**src/rtl/puf_eval_ctrl_if.sv**
```systemverilog
// rtl/puf_eval_ctrl_if.sv - result handshake bundle between the PUF sequencer and its consumer
interface puf_eval_ctrl_if #(
    parameter int CW = 32
);
    logic          resp_valid;
    logic          resp_ready;
    logic [3:0]    resp_data;
    logic [3:0]    resp_unstable;
    logic [CW-1:0] resp_chal;

    modport master (
        output resp_valid,
        output resp_data,
        output resp_unstable,
        output resp_chal,
        input  resp_ready
    );

    modport slave (
        input  resp_valid,
        input  resp_data,
        input  resp_unstable,
        input  resp_chal,
        output resp_ready
    );
endinterface

```
**src/rtl/puf_eval_ctrl.sv**
```systemverilog
// rtl/puf_eval_ctrl.sv - arbiter-PUF challenge sequencer with NREP-sample majority vote
module puf_eval_ctrl #(
    parameter int            CW     = 32,
    parameter int            NREP   = 5,
    parameter int            SETTLE = 4,
    parameter logic [CW-1:0] SEED   = 'h1
) (
    input  logic           clk,
    input  logic           rst,
    input  logic           start,
    input  logic           mode,
    input  logic [7:0]     num,
    input  logic [CW-1:0]  ext_chal,
    input  logic           seed_load,
    input  logic [CW-1:0]  seed,
    input  logic           abort,
    input  logic [3:0]     puf_resp,
    output logic [CW-1:0]  c_bits,
    output logic           busy,
    puf_eval_ctrl_if.master rsp
);
    localparam int            SW        = (SETTLE > 1) ? $clog2(SETTLE) : 1;
    localparam logic [SW-1:0] SET_LAST  = SW'(SETTLE - 1);
    localparam logic [3:0]    REP_LAST  = 4'(NREP - 1);
    localparam logic [3:0]    HALF      = 4'(NREP / 2);
    localparam logic [3:0]    FULL      = 4'(NREP);
    localparam logic [CW-1:0] SEED_INIT = (SEED == '0) ? CW'(1) : SEED;

    typedef enum logic [2:0] {
        S_IDLE,
        S_REARM,
        S_SETTLE,
        S_SAMPLE,
        S_DONE
    } state_t;

    state_t         state, state_nxt;
    logic [CW-1:0]  lfsr;
    logic [CW-1:0]  lfsr_adv;
    logic [CW-1:0]  cur;
    logic           mode_q;
    logic [8:0]     batch;
    logic [SW-1:0]  settle_cnt;
    logic [3:0]     rep_cnt;
    logic [3:0][3:0] cnt;
    logic [3:0][3:0] sum;
    logic [3:0]     vote_data;
    logic [3:0]     vote_unst;
    logic           last_rep;
    logic           accept;

    // Fibonacci LFSR, shift left, feedback taps 31/21/1/0
    function automatic logic [CW-1:0] lfsr_next(input logic [CW-1:0] v);
        return {v[CW-2:0], v[CW-1] ^ v[21] ^ v[1] ^ v[0]};
    endfunction

    assign lfsr_adv = lfsr_next(lfsr);
    assign last_rep = (rep_cnt == REP_LAST);
    assign accept   = (state == S_DONE) && rsp.resp_ready;
    assign busy     = (state != S_IDLE);

    // Vote includes the sample being taken in the current SAMPLE cycle
    always_comb begin
        sum       = '0;
        vote_data = '0;
        vote_unst = '0;
        for (int i = 0; i < 4; i++) begin
            sum[i]       = cnt[i] + {3'b000, puf_resp[i]};
            vote_data[i] = (sum[i] > HALF);
            vote_unst[i] = (sum[i] != 4'd0) && (sum[i] != FULL);
        end
    end

    always_comb begin
        c_bits = '0;
        if (state == S_SETTLE || state == S_SAMPLE || state == S_DONE) begin
            c_bits = cur;
        end
    end

    always_ff @(posedge clk or posedge rst) begin
        if (rst) begin
            state <= S_IDLE;
        end else begin
            state <= state_nxt;
        end
    end

    always_comb begin
        state_nxt = state;
        if (abort) begin
            state_nxt = S_IDLE;
        end else begin
            case (state)
                S_IDLE:   if (start) state_nxt = S_REARM;
                S_REARM:  state_nxt = S_SETTLE;
                S_SETTLE: if (settle_cnt == SET_LAST) state_nxt = S_SAMPLE;
                S_SAMPLE: state_nxt = last_rep ? S_DONE : S_REARM;
                S_DONE:   if (rsp.resp_ready) state_nxt = (batch == 9'd1) ? S_IDLE : S_REARM;
                default:  state_nxt = S_IDLE;
            endcase
        end
    end

    always_ff @(posedge clk or posedge rst) begin
        if (rst) begin
            lfsr              <= SEED_INIT;
            cur               <= '0;
            mode_q            <= 1'b0;
            batch             <= '0;
            settle_cnt        <= '0;
            rep_cnt           <= '0;
            cnt               <= '0;
            rsp.resp_valid    <= 1'b0;
            rsp.resp_data     <= '0;
            rsp.resp_unstable <= '0;
            rsp.resp_chal     <= '0;
        end else if (abort) begin
            settle_cnt     <= '0;
            rep_cnt        <= '0;
            cnt            <= '0;
            rsp.resp_valid <= 1'b0;
        end else begin
            case (state)
                S_IDLE: begin
                    if (seed_load) begin
                        lfsr <= (seed == '0) ? CW'(1) : seed;
                    end
                    if (start) begin
                        mode_q     <= mode;
                        cur        <= mode ? ext_chal : lfsr;
                        batch      <= mode ? 9'd1 : ((num == 8'd0) ? 9'd256 : {1'b0, num});
                        settle_cnt <= '0;
                        rep_cnt    <= '0;
                        cnt        <= '0;
                    end
                end
                S_REARM: begin
                    settle_cnt <= '0;
                end
                S_SETTLE: begin
                    settle_cnt <= settle_cnt + 1'b1;
                end
                S_SAMPLE: begin
                    cnt <= sum;
                    if (last_rep) begin
                        rsp.resp_valid    <= 1'b1;
                        rsp.resp_data     <= vote_data;
                        rsp.resp_unstable <= vote_unst;
                        rsp.resp_chal     <= cur;
                    end else begin
                        rep_cnt <= rep_cnt + 1'b1;
                    end
                end
                S_DONE: begin
                    if (accept) begin
                        rsp.resp_valid <= 1'b0;
                        batch          <= batch - 1'b1;
                        rep_cnt        <= '0;
                        cnt            <= '0;
                        if (!mode_q) begin
                            lfsr <= lfsr_adv;
                            cur  <= lfsr_adv;
                        end
                    end
                end
                default: ;
            endcase
        end
    end
endmodule

```
**src/flat_wrapper.sv**
```systemverilog
// flat-port wrapper written by rule: the top's interface ports become plain ports
module puf_eval_ctrl_flat 
#(
    parameter int            CW     = 32,
    parameter int            NREP   = 5,
    parameter int            SETTLE = 4,
    parameter logic [CW-1:0] SEED   = 'h1
)
  (clk, rst, start, mode, num, ext_chal, seed_load, seed, abort, puf_resp, c_bits, busy, rsp_resp_valid, rsp_resp_data, rsp_resp_unstable, rsp_resp_chal, rsp_resp_ready);
  puf_eval_ctrl_if #(.CW(CW)) rsp_i ();
  input  logic clk;
  input  logic rst;
  input  logic start;
  input  logic mode;
  input  logic [7:0] num;
  input  logic [CW-1:0] ext_chal;
  input  logic seed_load;
  input  logic [CW-1:0] seed;
  input  logic abort;
  input  logic [3:0] puf_resp;
  output logic [CW-1:0] c_bits;
  output logic busy;
  output wire logic [$bits(rsp_i.resp_valid)-1:0] rsp_resp_valid;
  output wire logic [$bits(rsp_i.resp_data)-1:0] rsp_resp_data;
  output wire logic [$bits(rsp_i.resp_unstable)-1:0] rsp_resp_unstable;
  output wire logic [$bits(rsp_i.resp_chal)-1:0] rsp_resp_chal;
  input wire logic [$bits(rsp_i.resp_ready)-1:0] rsp_resp_ready;
  assign rsp_resp_valid = rsp_i.resp_valid;
  assign rsp_resp_data = rsp_i.resp_data;
  assign rsp_resp_unstable = rsp_i.resp_unstable;
  assign rsp_resp_chal = rsp_i.resp_chal;
  assign rsp_i.resp_ready = rsp_resp_ready;
  puf_eval_ctrl #(.CW(CW), .NREP(NREP), .SETTLE(SETTLE), .SEED(SEED)) u_core (.clk(clk), .rst(rst), .start(start), .mode(mode), .num(num), .ext_chal(ext_chal), .seed_load(seed_load), .seed(seed), .abort(abort), .puf_resp(puf_resp), .c_bits(c_bits), .busy(busy), .rsp(rsp_i));
endmodule
```
**config.mk**
```make
export PLATFORM = sky130hd
export DESIGN_NAME = puf_eval_ctrl_flat
export DESIGN_NICKNAME = d
export VERILOG_FILES = /design/src/rtl/puf_eval_ctrl_if.sv /design/src/rtl/puf_eval_ctrl.sv /design/src/flat_wrapper.sv
export SDC_FILE = /design/constraint.sdc
export NUM_CORES = 1
export LEC_CHECK = 0
export ABC_AREA = 1
export BUFFER_PORTS_ARGS = -buffer_cell sky130_fd_sc_hd__buf_4
export CORE_MARGIN = 1.5
export CORE_UTILIZATION = 51
export DETAILED_ROUTE_END_ITERATION = 7
export PLACE_DENSITY = 0.8
export SKIP_LAST_GASP = 1
export SYNTH_ARGS = -nofsm -noshare
export SYNTH_HDL_FRONTEND = slang
export SYNTH_SLANG_ARGS = --single-unit
```
**constraint.sdc**
```tcl
create_clock -name clk -period 4.9 [get_ports clk]
set_clock_uncertainty 0.2 [all_clocks]
set_input_delay 0.49 -clock clk [delete_from_list [all_inputs] [get_ports clk]]
set_output_delay 0.49 -clock clk [all_outputs]
set_load 0.005 [all_outputs]
```
Word-level counts from Yosys, hierarchy flattened
Index checks and enable logic that the tools add are counted.
{ "word_totals": {"mem_bits_ro": 0, "output_inout_bits": 74, "ff_bits": 140, "latch_bits": 0, "inputBits": 83, "mem_bits_rw": 0, "mem_count": 0} }
{ "op_classes": {"div_mod_pow": 0, "magnitude_cmp": 4, "addsub": 7, "n_shift": 0, "bitwise_logic": 4, "n_mul": 0, "n_reduce_logical": 29, "n_mux": 37, "eq_ne": 21} }
{ "ops": {"columns": ["op", "count"], "rows": [
  ["$mux W32", 7],
  ["$pmux W32 S2", 2],
  ["$mux W16", 3],
  ["$pmux W16 S3", 1],
  ["$mux W9", 4],
  ["$logic_not A32 Y1", 1],
  ["$reduce_bool A4 Y1", 6],
  ["$pmux W9 S2", 1],
  ["$add A4 B1 Y4", 4],
  ["$gt A4 B2 Y1 const B", 4],
  ["$mux W4", 4],
  ["$ne A4 B3 Y1 const B", 4],
  ["$mux W3", 5],
  ["$pmux W3 S5", 1],
  ["$reduce_and A3 Y1", 5],
  ["$ne A3 B3 Y1 const B", 4],
  ["$pmux W4 S3", 1],
  ["$reduce_and A5 Y1", 2],
  ["$eq A9 B1 Y1 const B", 1],
  ["$sub A9 B1 Y9 const B", 1],
  ["$logic_not A8 Y1", 1],
  ["$reduce_and A4 Y1", 2],
  ["$eq A3 B2 Y1 const B", 2],
  ["$ne A2 B2 Y1 const B", 3],
  ["20 further kinds", 33]
]} }

Longest topological paths before layout
Gate-level depths: netlist of run 1.
{ "logic_depth": {"ltp_word": 6, "mapped_depth": 10, "depth_no_buf": 9} }

Worst setup path after synthesis of run 1
OpenSTA, ideal clock, no wires.
{ "synth_path": {"path_kind": "reg-to-output", "from": "register u_core.state[0]", "to": "output port c_bits[0]", "path_slack_ns": 2.973, "stages_incl_launch_ff": 8, "arrival_time_ns": 1.237, "cell_sequence": "dfrtp_1 > nor2_4 > nand2_2 > buf_6 > nand3_1 > buf_2 > nand2_1 > inv_1"} }
{ "synth_between": {"elab_chain_cells": 4} }
{ "synth_rtl": {"columns": ["element", "line_no", "source"], "rows": [
  ["start: declaration", "puf_eval_ctrl.sv:37", "state_t state, state_nxt;"],
  ["start signal: assignment", "puf_eval_ctrl.sv:85", "state <= state_nxt;"],
  ["$eq A3 B2 Y1", "puf_eval_ctrl.sv:76", "if (state == S_SETTLE || state == S_SAMPLE || state == S_DONE) begin"],
  ["$logic_or A1 B1 Y1", "puf_eval_ctrl.sv:76", null],
  ["$logic_or A1 B1 Y1 (*)", "puf_eval_ctrl.sv:76", null],
  ["$mux W32 (*)", "puf_eval_ctrl.sv:76", null],
  ["end: declaration", "flat_wrapper.sv:21", "output logic [CW-1:0] c_bits;"]
]} }
Mark *: on every way between the ends. The rest lies on a longest branch, timed or not.

Final worst setup path of run 1
{ "layout_path": {"from": "register u_core.state[1]", "to": "register u_core.lfsr[11]"} }
{ "layout_between": {"elab_chain_cells": 4} }
{ "layout_rtl": {"columns": ["element", "line_no", "source"], "rows": [
  ["$eq A3 B3 Y1", "puf_eval_ctrl.sv:59, puf_eval_ctrl.sv:124", null],
  ["$logic_and A1 B1 Y1", "puf_eval_ctrl.sv:59", "assign accept = (state == S_DONE) && rsp.resp_ready;"],
  ["$ne A2 B1 Y1 (no line)", null, null],
  ["$reduce_and A5 Y1 (no line)", null, null],
  ["end signal: assignment", "puf_eval_ctrl.sv:127", "lfsr <= (seed == '0) ? CW'(1) : seed;"],
  ["end signal: assignment", "puf_eval_ctrl.sv:162", "lfsr <= lfsr_adv;"],
  ["end: declaration", "puf_eval_ctrl.sv:38", "logic [CW-1:0] lfsr;"]
]} }
Parallel ways exist; a longest one is shown, timed or not.
A chain may end at the register's enable or synchronous reset.

==> impl_metrics.ini, run 1 <==
[outcome]
status = finished clean

[final_layout]
multi_input_area_mm2 = 0.00341
area_growth_pct = 24.2
utilization_pct = 64.6
drive_gt1_share_pct = 17.8
stdcell_area_mm2 = 0.00932
antenna_cells = 0
stdcell_count = 1357
regArea_mm2 = 0.00350
nets = 1257
n_fill_cell = 1276

[detailed_routing]
drt_iter0_drc = 557
avgViaCountPerCell = 5.18
routed_wirelength_um = 19400
drc_errors = 0
ant_nets = 0
vias = 7030
wl_per_cell_um = 14.3
dr.pass1.iters = 5

[sta]
worstMarginPinSlew_ns = 0.959
slew_violations = 0
layout_setup_ws_ns = 2.02
max_freq_mhz = 348
fin_crit_sh_pct = 58.7
fin_setup_tns_ns = 0
setup_viol = 0
rsz0062_at_grt = false
hold_violations = 0
relSlewSlack_pct = 36.0
min_period_ns = 2.88

[clock_network]
worstSkewPairLatency_ns = 0.42
cts_resized = 0
htree_levels = 4
cts_hold_buf = 0
path_clk_slew_ns = 0.06
clock-root-buffer = clkbuf_16
cts_buffers = 17
cts_sinks = 140
cts_setup_buffers = 0
clock_path_buffers = 2
cts_tree = done

[global_route]
grt_pass1_wl_um = 32500
antenna_found_initial = 0
track_usage_pct = 25.8
grt_max_degree = 107
grt_pass1_vias = 6547
grt-ovfl-total = 0

[synth]
yosysMostFrequentCell = nand2_1
ys.warnings.count = 0
synthTopCellsByArea = dfrtp_1 46%, nand2_1 24%, o21ai_0 4.2%, inv_1 4.2%, nor2_1 3.5%
ys_ff_latch = 140
yosysSeqAreaShare_pct = 46.7
synth-edff-count = 0
synth_top_area_share_pct = 46.4
yosysTopAreaCell = dfrtp_1
syn_inst = 1029
synth.top_cells.by_count = 489 x nand2_1, 139 x dfrtp_1, 83 x inv_1, 70 x nor2_1, 63 x o21ai_0
synth.distinct_cells = 38
ys.flop_type = dfrtp_1
syn_nets = 1125
synth.cell_area_mm2 = 0.00750
async_reset_ff_share_pct = 100
syn_area_per_cell_um2 = 7.29

[critical_path]
crit_path_start_kind = flop
cp_cell_sequence = nor2_4 -> nand2_2 -> buf_4 -> o22ai_4 -> nor2_8 -> o21ai_0 -> o21ai_0
cp.buffers_inverters = 1
required_ns = 5.04
crit_fanout = 76
critPathSlowestCell = buf_4
path_class = flop to flop
cp-end-kind = flop
arrival_ns = 3.02
crit_family = simple AND/OR/NAND/NOR gates
critical-path-max-stage-delay_ns = 0.65
cpMostUsedCell = o21ai_0

[place]
dpl.cell_count = 1326
post-dp-hpwl_um = 13200
place_congestion = 0.907
place_area_mm2 = 0.00867
preCtsSetupSlack_ns = 2.09
io_buffers = 156

[power_and_ir_drop]
leakagePower_nw = 5.34
p_per_area_mw_per_mm2 = 383
ir_worst_vdd_v = 0.000342

[floorplanning]
die_w_um = 124
die_area_mm2 = 0.0154
chipHeight_um = 124
initial_core_util_pct = 52.0
num_io_pins = 157
core_mm2 = 0.0144
rows = 44

[flow_run]
max-cap-violations = 0

[hold_path]
hold_path_class = input port to asynchronous set/reset pin
==> cells by family after synthesis <==
group,count (synthesis),synth area share (%)
AOI/OAI and AO/OA,119,9.19
xor gates and xnor gates,13,1.52
adders and majority gates,13,2.17
buffers and inverters,134,7.84
DFF,140,46.7
and+or+nand+nor,610,32.5
==> worst register-to-register path: stages (launching register included) <==
cell and delay (ns):
dfrtp_1 0.49, nor2_4 0.09, nand2_2 0.26, buf_4 0.66, o22ai_4 0.17, nor2_8 0.60
o21ai_0 0.21, o21ai_0 0.12
==> metal layers <==
metal	global-route usage [%]	up-vias	share of wire, %
li1	-	3479	-
met1	37.9	3255	47
met2	38.5	258	45
met3	4.55	38	5.6
met4	9.40	0	2.6
met5	0	-	0
==> registers in the layout, indices dropped and copies added (netlist names) <==
name	count
u_core.batch	9
u_core.cnt	16
u_core.cur	32
u_core.lfsr	32
u_core.mode_q	1
u_core.rep_cnt	4
u_core.rsp.resp_chal	32
u_core.rsp.resp_data	4
u_core.rsp.resp_unstable	4
u_core.rsp.resp_valid	1
u_core.settle_cnt	2
u_core.state	3
==> where the power goes <==
part | internal (mW) | leakage (nW) | switching [mW]
Clock | 0.904 | 0.299 | 0.516
Combinational | 0.259 | 3.24 | 0.388
Sequential | 1.34 | 1.80 | 0.160
==> layout by cell type, fill, tap and decap left out, drive strengths merged <==
master,netlist,layout
o21ai,64,64
o22ai,2,2
nand2,492,492
a31oi,27,27
clkinv,1,3
inv,87,89
bufinv,0,5
nand4,5,5
clkinvlp,0,4
nor3,5,5
a2bb2oi,1,1
clkbuf,13,18
and3,1,1
o211ai,1,1
dfstp,1,1
buf,33,159
xor2,9,9
dfrtp,139,139
nand3,31,31
o21a,5,5
o22a,1,1
a21oi,14,14
xnor2,4,4
a22oi,1,1
o31ai,3,3
ha,13,13
nor2,76,76
==> final cells by class <==
class	instances	area share [%]
clock inverters	13	2.31
multi-input cells	755	36.6
well taps	184	2.47
flip-flops and latches	140	37.6
clock buffers	18	4.61
inverters	88	3.63
repair buffers	159	12.8
==> per-stage QoR <==
stage	power [mW]	hold slack [ns]
2_1_floorplan	1.91	0.246
3_3_place_gp	2.13	0.258
3_5_place_dp	2.15	0.267
4_1_cts	3.57	0.129
5_1_grt	3.76	0.145
6_report	3.57	0.0561
==> worst paths after layout <==
path                            cells after the start       startpoint  slack (ns)                       end
worst max-delay path                                7  u_core.state[1]        2.02           u_core.lfsr[11]
worst min-delay path                                2              rst        0.06  u_core.rsp.resp_chal[24]
worst max register to register                      7  u_core.state[1]        2.02           u_core.lfsr[11]
worst min register to register                      2    u_core.cnt[8]        0.27             u_core.cnt[8]
max in group asynchronous                           3              rst        3.36           u_core.state[1]
min in group clk                                    3         seed[25]        0.14           u_core.lfsr[25]
No activity file was read; power rests on OpenSTA's default activity.
==> run 2, diff against run 1 <==
--- a/config.mk
+++ b/config.mk
@@ -5,12 +5,12 @@
 export SDC_FILE = /design/constraint.sdc
 export NUM_CORES = 1
 export LEC_CHECK = 0
-export ABC_AREA = 1
+export ABC_AREA = 0
 export BUFFER_PORTS_ARGS = -buffer_cell sky130_fd_sc_hd__buf_4
 export CORE_MARGIN = 1.5
 export CORE_UTILIZATION = 51
 export DETAILED_ROUTE_END_ITERATION = 7
-export PLACE_DENSITY = 0.8
+export PLACE_DENSITY = 0.81
 export SKIP_LAST_GASP = 1
 export SYNTH_ARGS = -nofsm -noshare
 export SYNTH_HDL_FRONTEND = slang
==> constraint.sdc (replaced) <==
create_clock -name clk -period 2.7 [get_ports clk]
set_clock_uncertainty 0.2 [all_clocks]
set_input_delay 0.27 -clock clk [delete_from_list [all_inputs] [get_ports clk]]
set_output_delay 0.27 -clock clk [all_outputs]
set_load 0.005 [all_outputs]
==> impl_metrics.ini, run 2 <==
[outcome]
status = finished clean

[place]
place_congestion = 0.919
io_buffers = 156
dpl.cell_count = 1031
post-dp-hpwl_um = 11800

[clock_network]
clock-root-buffer = clkbuf_16
cts_buffers = 17
cts_sinks = 140
cts_tree = done
htree_levels = 4
clock_path_buffers = 2
path_clk_slew_ns = 0.06
worstSkewPairLatency_ns = 0.42

[synth]
async_reset_ff_share_pct = 100
synthSimpleGateAreaFrac_pct = 16.9
synth_top_area_share_pct = 48.4
synthTopCellsByArea = dfrtp_1 48%, nand2_1 5.6%, mux2i_1 5.2%, mux2_2 4.7%, o21a_1 3.7%
ys.warnings.count = 0
synth.top_cells.by_count = 139 x dfrtp_1, 107 x nand2_1, 58 x nor2_1, 45 x o21ai_0
synth-edff-count = 0
syn_nets = 822
syn_area_per_cell_um2 = 9.90
synthAdderAreaFrac_pct = 2.26
yosysSeqAreaShare_pct = 48.8
synth.cell_area_mm2 = 0.00719
yosysMostFrequentCell = dfrtp_1
synth.area.mux_share_pct = 10.2
ys.flop_type = dfrtp_1
yosysTopAreaCell = dfrtp_1
ys_ff_latch = 140
syn_inst = 726
synth_top_family_by_area = simple AND/OR/NAND/NOR gates
synth.distinct_cells = 58
synth_xor_area_share_pct = 1.95
synth-compound-area-share_pct = 16.2

[power_and_ir_drop]
p_per_area_mw_per_mm2 = 674
ir_worst_vdd_v = 0.000471
leakagePower_nw = 4.57
total_power_mw = 6.43

[hold_path]
min_path_cells = 3
hold_path_class = input port to flop
hp-start = num[3]
hold_end = u_core.batch[3]

[flow_run]
max-cap-violations = 0

[detailed_routing]
vias = 6250
avgViaCountPerCell = 5.67
ant_nets = 0
drc_errors = 0
drt_iter0_drc = 484
dr.pass1.iters = 5
routed_wirelength_um = 18500
wl_per_cell_um = 16.8

[global_route]
antenna_found_initial = 0
grt-ovfl-total = 0
grt_max_degree = 141
track_usage_pct = 26.1
grt_pass1_wl_um = 30100
grt_pass1_vias = 5999

[critical_path]
arrival_ns = 2.08
crit_path_start_kind = flop
path_class = flop to primary output
rr_worst_depth = 4
required_ns = 2.23
r2r-end = u_core.lfsr[11]
r2r_slack_ns = 0.44
cp-end-kind = primary output
rr_startpoint = u_core.state[1]
crit_fanout = 32

[floorplanning]
initial_core_util_pct = 52.0
chipHeight_um = 122
num_io_pins = 157
rows = 43
die_area_mm2 = 0.0148
core_mm2 = 0.0138
die_w_um = 122

[sta]
slew_violations = 0
finalHoldWorstSlack_ns = 0.0317
fin_setup_tns_ns = 0
setup_viol = 0
worstMarginPinSlew_ns = 0.758
rsz0062_at_grt = false
relSlewSlack_pct = 49.5
fin_crit_sh_pct = 94.3
max_freq_mhz = 393
min_period_ns = 2.55
hold_violations = 0

[final_layout]
antenna_cells = 0
area_growth_pct = 32.7
stdcell_count = 1102
nets = 1007
n_fill_cell = 1069
drive_gt1_share_pct = 26.0
mostFrequentLayoutCells = 167 x buf_4, 138 x dfrtp_1, 107 x nand2_1
reg.largest.list = u_core.cur (32), u_core.lfsr (32), u_core.rsp.resp_chal (32)
final_common_cell = buf_4
-- run 2: cell type report --
class / count / area (µm²) / area share, %
multi-input cells: 532 / 3430 / 36.0
clock buffers: 22 / 484 / 5.08
inverters: 8 / 33.8 / 0.354
clock inverters: 8 / 115 / 1.21
flip-flops and latches: 140 / 3510 / 36.8
repair buffers: 212 / 1740 / 18.3
well taps: 180 / 225 / 2.36
-- run 2: metrics by stage --
stage	setup WS [ns]	area, µm²	util [%]
after global routing	0.000519	9540	69.0
final	0.153	9540	69.0
after CTS	0.124	9540	69.0
after global placement	0.568	8530	61.7
after detailed placement	0.529	8530	61.7
after floorplan	0.482	7190	-
-- run 2: routing by layer --
metal,GRT usage (%),part of all wire [%]
met2,40.1,48
met5,0,0
met1,34.8,43
met3,5.90,6.0
met4,13.1,3.2
-- run 2: worst max-delay path: stages, from the launching register on --
cell and delay (ns):
dfrtp_1 0.57, nor3b_4 0.31, a21o_1 0.11, buf_4 0.32, and2_1 0.21, buf_4 0.11
-- run 2: power by group --
group	switching, mW	internal [mW]
registers	0.349	2.48
logic	0.592	0.627
clock network	0.855	1.53
total	1.80	4.64
-- run 2: cells by family (layout without fill, tap and decap cells) --
family / count (synthesis) / count (layout)
AO/OA/AOI/OAI: 177 / 177
XOR/XNOR: 16 / 16
adder cells (fa/ha/maj): 13 / 13
buffers and inverters: 54 / 250
flip-flops: 140 / 140
multiplexers: 69 / 69
AND/OR/NAND/NOR: 257 / 257
-- run 2: timing repair --
action | 4_1_cts | 5_1_grt
gates resized for setup | 0 | 1
endpoints found under the setup margin | 0 | 1
hold buffers | 41 | 0
endpoints found under the hold margin | 182 | 0
buffers inserted | 0 | 0
-- run 2: worst max path at each step --
stage	start	end	slack (ns)	depth (start not counted)
after CTS	u_core.state[2]	c_bits[9]	0.12	5
final	u_core.state[1]	c_bits[24]	0.15	5
after global placement	u_core.state[1]	u_core.batch[3]	0.57	3
after detailed placement	u_core.state[1]	u_core.rsp.resp_chal[5]	0.53	4
after global routing	u_core.state[1]	c_bits[24]	0.0005	5
after floorplan	rst	u_core.batch[0]	0.48	1
